[src/rtl/dest_control.sv]
// dest_control: destination side of a four-phase request/ack CDC handshake.
// Define DEST_CTRL_SYNC3_EN for a 3-flop request synchroniser (default: 2 flops).
module dest_control #(
  parameter int WIDTH = 8,
  parameter int CNT_W = 8
) (
  input  logic             clk_d,
  input  logic             rst_n,
  input  logic             request,
  input  logic [WIDTH-1:0] data_in,
  input  logic             ready,
  output logic             ack,
  output logic [WIDTH-1:0] d_out,
  output logic             data_valid,
  output logic             busy,
  output logic [CNT_W-1:0] xfer_count
);
  typedef enum logic [1:0] {IDLE, ACK_HI, ACK_LO_WAIT} state_t;
  state_t state, state_n;
  logic req_s1, req_s2, req_sync, ack_n, dv_n;
  logic [WIDTH-1:0] d_n;
  logic [CNT_W-1:0] cnt_n;
`ifdef DEST_CTRL_SYNC3_EN
  logic req_s3;
  always_ff @(posedge clk_d) req_s3 <= rst_n ? req_s2 : 1'b0;
  assign req_sync = req_s3;
`else
  assign req_sync = req_s2;
`endif
  always_ff @(posedge clk_d) begin
    if (!rst_n) begin
      req_s1     <= 1'b0;
      req_s2     <= 1'b0;
      state      <= IDLE;
      ack        <= 1'b0;
      d_out      <= '0;
      data_valid <= 1'b0;
      xfer_count <= '0;
    end else begin
      req_s1     <= request;
      req_s2     <= req_s1;
      state      <= state_n;
      ack        <= ack_n;
      d_out      <= d_n;
      data_valid <= dv_n;
      xfer_count <= cnt_n;
    end
  end
  // ready only gates the IDLE capture; ACK_LO_WAIT forces one ack-low cycle between transfers
  always_comb begin
    state_n = state;
    ack_n   = ack;
    d_n     = d_out;
    dv_n    = 1'b0;
    cnt_n   = xfer_count;
    case (state)
      IDLE: if (req_sync && ready) begin
        state_n = ACK_HI;
        ack_n   = 1'b1;
        d_n     = data_in;
        dv_n    = 1'b1;
      end
      ACK_HI: if (!req_sync) begin
        state_n = ACK_LO_WAIT;
        ack_n   = 1'b0;
        cnt_n   = xfer_count + CNT_W'(1);
      end
      ACK_LO_WAIT: state_n = IDLE;
      default: begin
        state_n = IDLE;
        ack_n   = 1'b0;
      end
    endcase
  end
  assign busy = state != IDLE;
endmodule

[config.mk]
export PLATFORM = sky130hd
export DESIGN_NAME = dest_control
export DESIGN_NICKNAME = d
export VERILOG_FILES = /design/src/rtl/dest_control.sv
export SDC_FILE = /design/constraint.sdc
export NUM_CORES = 1
export LEC_CHECK = 0
export BUFFER_PORTS_ARGS = -buffer_cell sky130_fd_sc_hd__buf_2
export CAP_MARGIN = 10
export CORE_MARGIN = 5
export CORE_UTILIZATION = 46
export DETAILED_ROUTE_END_ITERATION = 8
export PLACE_DENSITY = 0.78
export SLEW_MARGIN = 20
export SYNTH_ARGS = -nofsm -noshare
export SYNTH_HDL_FRONTEND = slang
export SYNTH_SLANG_ARGS = --single-unit
[constraint.sdc]
create_clock -name clk_d -period 1.9 [get_ports clk_d]
set_clock_uncertainty 0.15 [all_clocks]
set_input_delay 0.38 -clock clk_d [delete_from_list [all_inputs] [get_ports clk_d]]
set_output_delay 0.38 -clock clk_d [all_outputs]
set_load 0.01 [all_outputs]
==> metrics <==
WP buf/inv=0; Gate power share=5.8%; Overall Global Routing Usage=around 13%; CP Cell Sequence=ha_1, nor4bb_1, and3_1, mux2i_1; NetSw=~160 uW; clk sinks=22; critical path type=flip-flop to flip-flop; Hold Crit Start=request; CORE AREA=roughly 1700 sq um; max cap viols=0; worst slew pin tran=0.560 ns; DRT Wirelength=1660 um; DR DRC count=0; Sw Share=20.9%; Root Buffer=clkbuf_4; TritonCTS Buffers=3; Hold Path Sink=req_s1; Die Ht=52.8 um; relative slew slack=62.1%; pin count of the biggest net entering global routing=18; Worst-path clk slew=0.12 ns; die area=2790 sq um; #FFs+latches synth=22; Distinct cells, synth=29; Yosys top cell by area=dfxtp_1; Post-CTS Resized=0; Max Fclk=555 MHz; PortBufs=30; P_int=607 uW; Area Overhead vs Synth=24.3%; GRT met1 Usage=approximately 17%; reg-to-reg critical path startpoint=xfer_count[0]; diodes inserted=0; Fill cells=162; Final GP Congestion=0.801; worst hold-check path type=primary input to flip-flop; WP data required=1.98 ns; count leader, synth=dfxtp_1; Synth Cell Area=843 sq um; r2r setup slk=~0.1 ns; Net Count, Synth=96; count of final max-slew check failures=0; clock tree buffer depth=2; DP HPWL=1230 um; Primary FF master, synth=dfxtp_1; type of origin of the critical path=flip-flop; Starting Density=48.8%; CP max stage cell=nor4bb_1; # nets final=129; worst skew pair latency=0.30 ns; outcome=completed; Post-CTS Setup Bufs=0; sequential fraction of the synthesis area=52.2%; row count=15; final core utilization=60.7%; first-pass GRT wire length=roughly 2600 um; Worst Path Max Fanout=4; Yosys top cell area share=between 50 and 60%; WL/cell=11.9 um; Final period util=94.9%; post-route cell area=1050 sq um; ys async rst share=0%; Reg2Reg Depth=4; Crit path largest cell delay=approximately 0.54 ns; Final Hold Vio Count=0; RSZ-0062 raised after global routing=false; Tmin final=about 1.8 ns; GR Util met2=20.0%; number of global-route vias before repair=604; share of power burned in registers=just over 60%; worst reg2reg endpoint=xfer_count[4]; PD cells=732 nW/um^2; setup TNS=0 ns; initial antenna violation count=0; VDD IR max=0.494 mV; GRT overflow=0; Vias=between 600 and 700; drt pass-1 iters=4; Critical Path End Type=flip-flop; worst hold path stage count=2; hold-fix buffer count after cts=0; H-tree Lvls=1; Die X=52.8 um; Pleak=0.000465 uW; share of layout cells above drive strength 1=32.2%; CTS tree=done; # IOs=31; M3 GR Usage=3.13%; post-synthesis instance total=83; Synth Warn #=0; Arr. time, crit path=~1.9 ns; clock share of power=around a third; Post-synth top cells=dfxtp_1 (22), nor2_1 (13), mux2i_1 (10); DR iter-0 viols=8; gr busiest metal=met2; vias per std cell=4.87; Synth area leaders=dfxtp_1 (52%), mux2i_1 (12%), nor2_1 (5.8%); EDFF count, synth=0; total power=767 uW; Placed Area=a little over 1000 sq um; mean post-synth cell area=about 10 sq um; final setup vio count=0; Crit path max-delay family=simple AND/OR/NAND/NOR gates; ANT nets after route=0
-- sequential cells by signal, summed over array words and instances, names as in the netlist --
name	count
d_out	8
ack	1
xfer_count	8
req_s2	1
req_s1	1
state	2
data_valid	1
-- cell usage in the layout, fill, tap and decap left out, types with 2 or more instances in the layout --
cell type  count
nand2_1        2
dfxtp_1       22
buf_2         30
o31ai_1        3
and2_1         3
or4_1          3
mux2i_1       10
nor2_1        13
clkbuf_4       3
nand4_1        2
a21oi_1        4
nand2b_1       2
-- per-stage QoR --
step                hold slack [ns]  setup WS [ns]  std cells
floorplan                     0.262          0.204         83
global placement              0.277          0.197        136
detailed placement            0.272          0.145        136
CTS                           0.130          0.118        140
global route                  0.138         0.0244        140
finish                        0.139         0.0974        140
-- cell type report --
class                           count  area (sq um)  share of cell area, %
Tap cell                           25          31.3                   2.98
Inverter                            2          7.51                  0.716
Sequential cell                    22           440                   42.0
Multi-Input combinational cell     56           375                   35.8
Timing Repair Buffer               31           158                   15.0
Clock buffer                        4          36.3                   3.46
-- kinds of logic after synthesis --
kind of cell	synth area share, %
AO/OA/AOI/OAI	7.42
adder cells (fa/ha/maj)	1.48
AND/OR/NAND/NOR	21.7
multiplexers	11.9
buffers and inverters	3.26
XOR/XNOR	2.08
flip-flops	52.2
-- worst register-to-register path: cells and delay by family (launching register included) --
family                   cells  cell delay [ns]
multiplexers                 1             0.17
adder cells (fa/ha/maj)      1             0.22
AND/OR/NAND/NOR              2             0.79
flip-flops                   1             0.41
-- routing by layer --
metal	routed length [um]	part of all wire (%)	up-vias
li1	-	-	355
met2	761	46	23
met4	12	0.72	0
met3	127	7.6	2
met5	0	0	-
met1	760	46	302
-- power groups by stage --
stage / clock network [uW] / registers (uW) / logic [uW]
floorplan: 0 / 486 / 21.2
global placement: 0 / 483 / 43.8
detailed placement: 0 / 483 / 44.6
CTS: 259 / 473 / 44.9
global route: 280 / 474 / 48.9
finish: 250 / 473 / 44.3
-- worst max path at each step --
stage	from	slack, ns	cells past startpoint	endpoint
floorplan	state[0]	0.20	4	xfer_count[5]
global placement	state[0]	0.20	3	xfer_count[7]
detailed placement	state[0]	0.15	3	xfer_count[7]
CTS	state[0]	0.12	3	xfer_count[7]
global route	state[0]	0.02	3	xfer_count[7]
finish	xfer_count[0]	0.1	4	xfer_count[4]
Power figures use the tool's default switching activity.
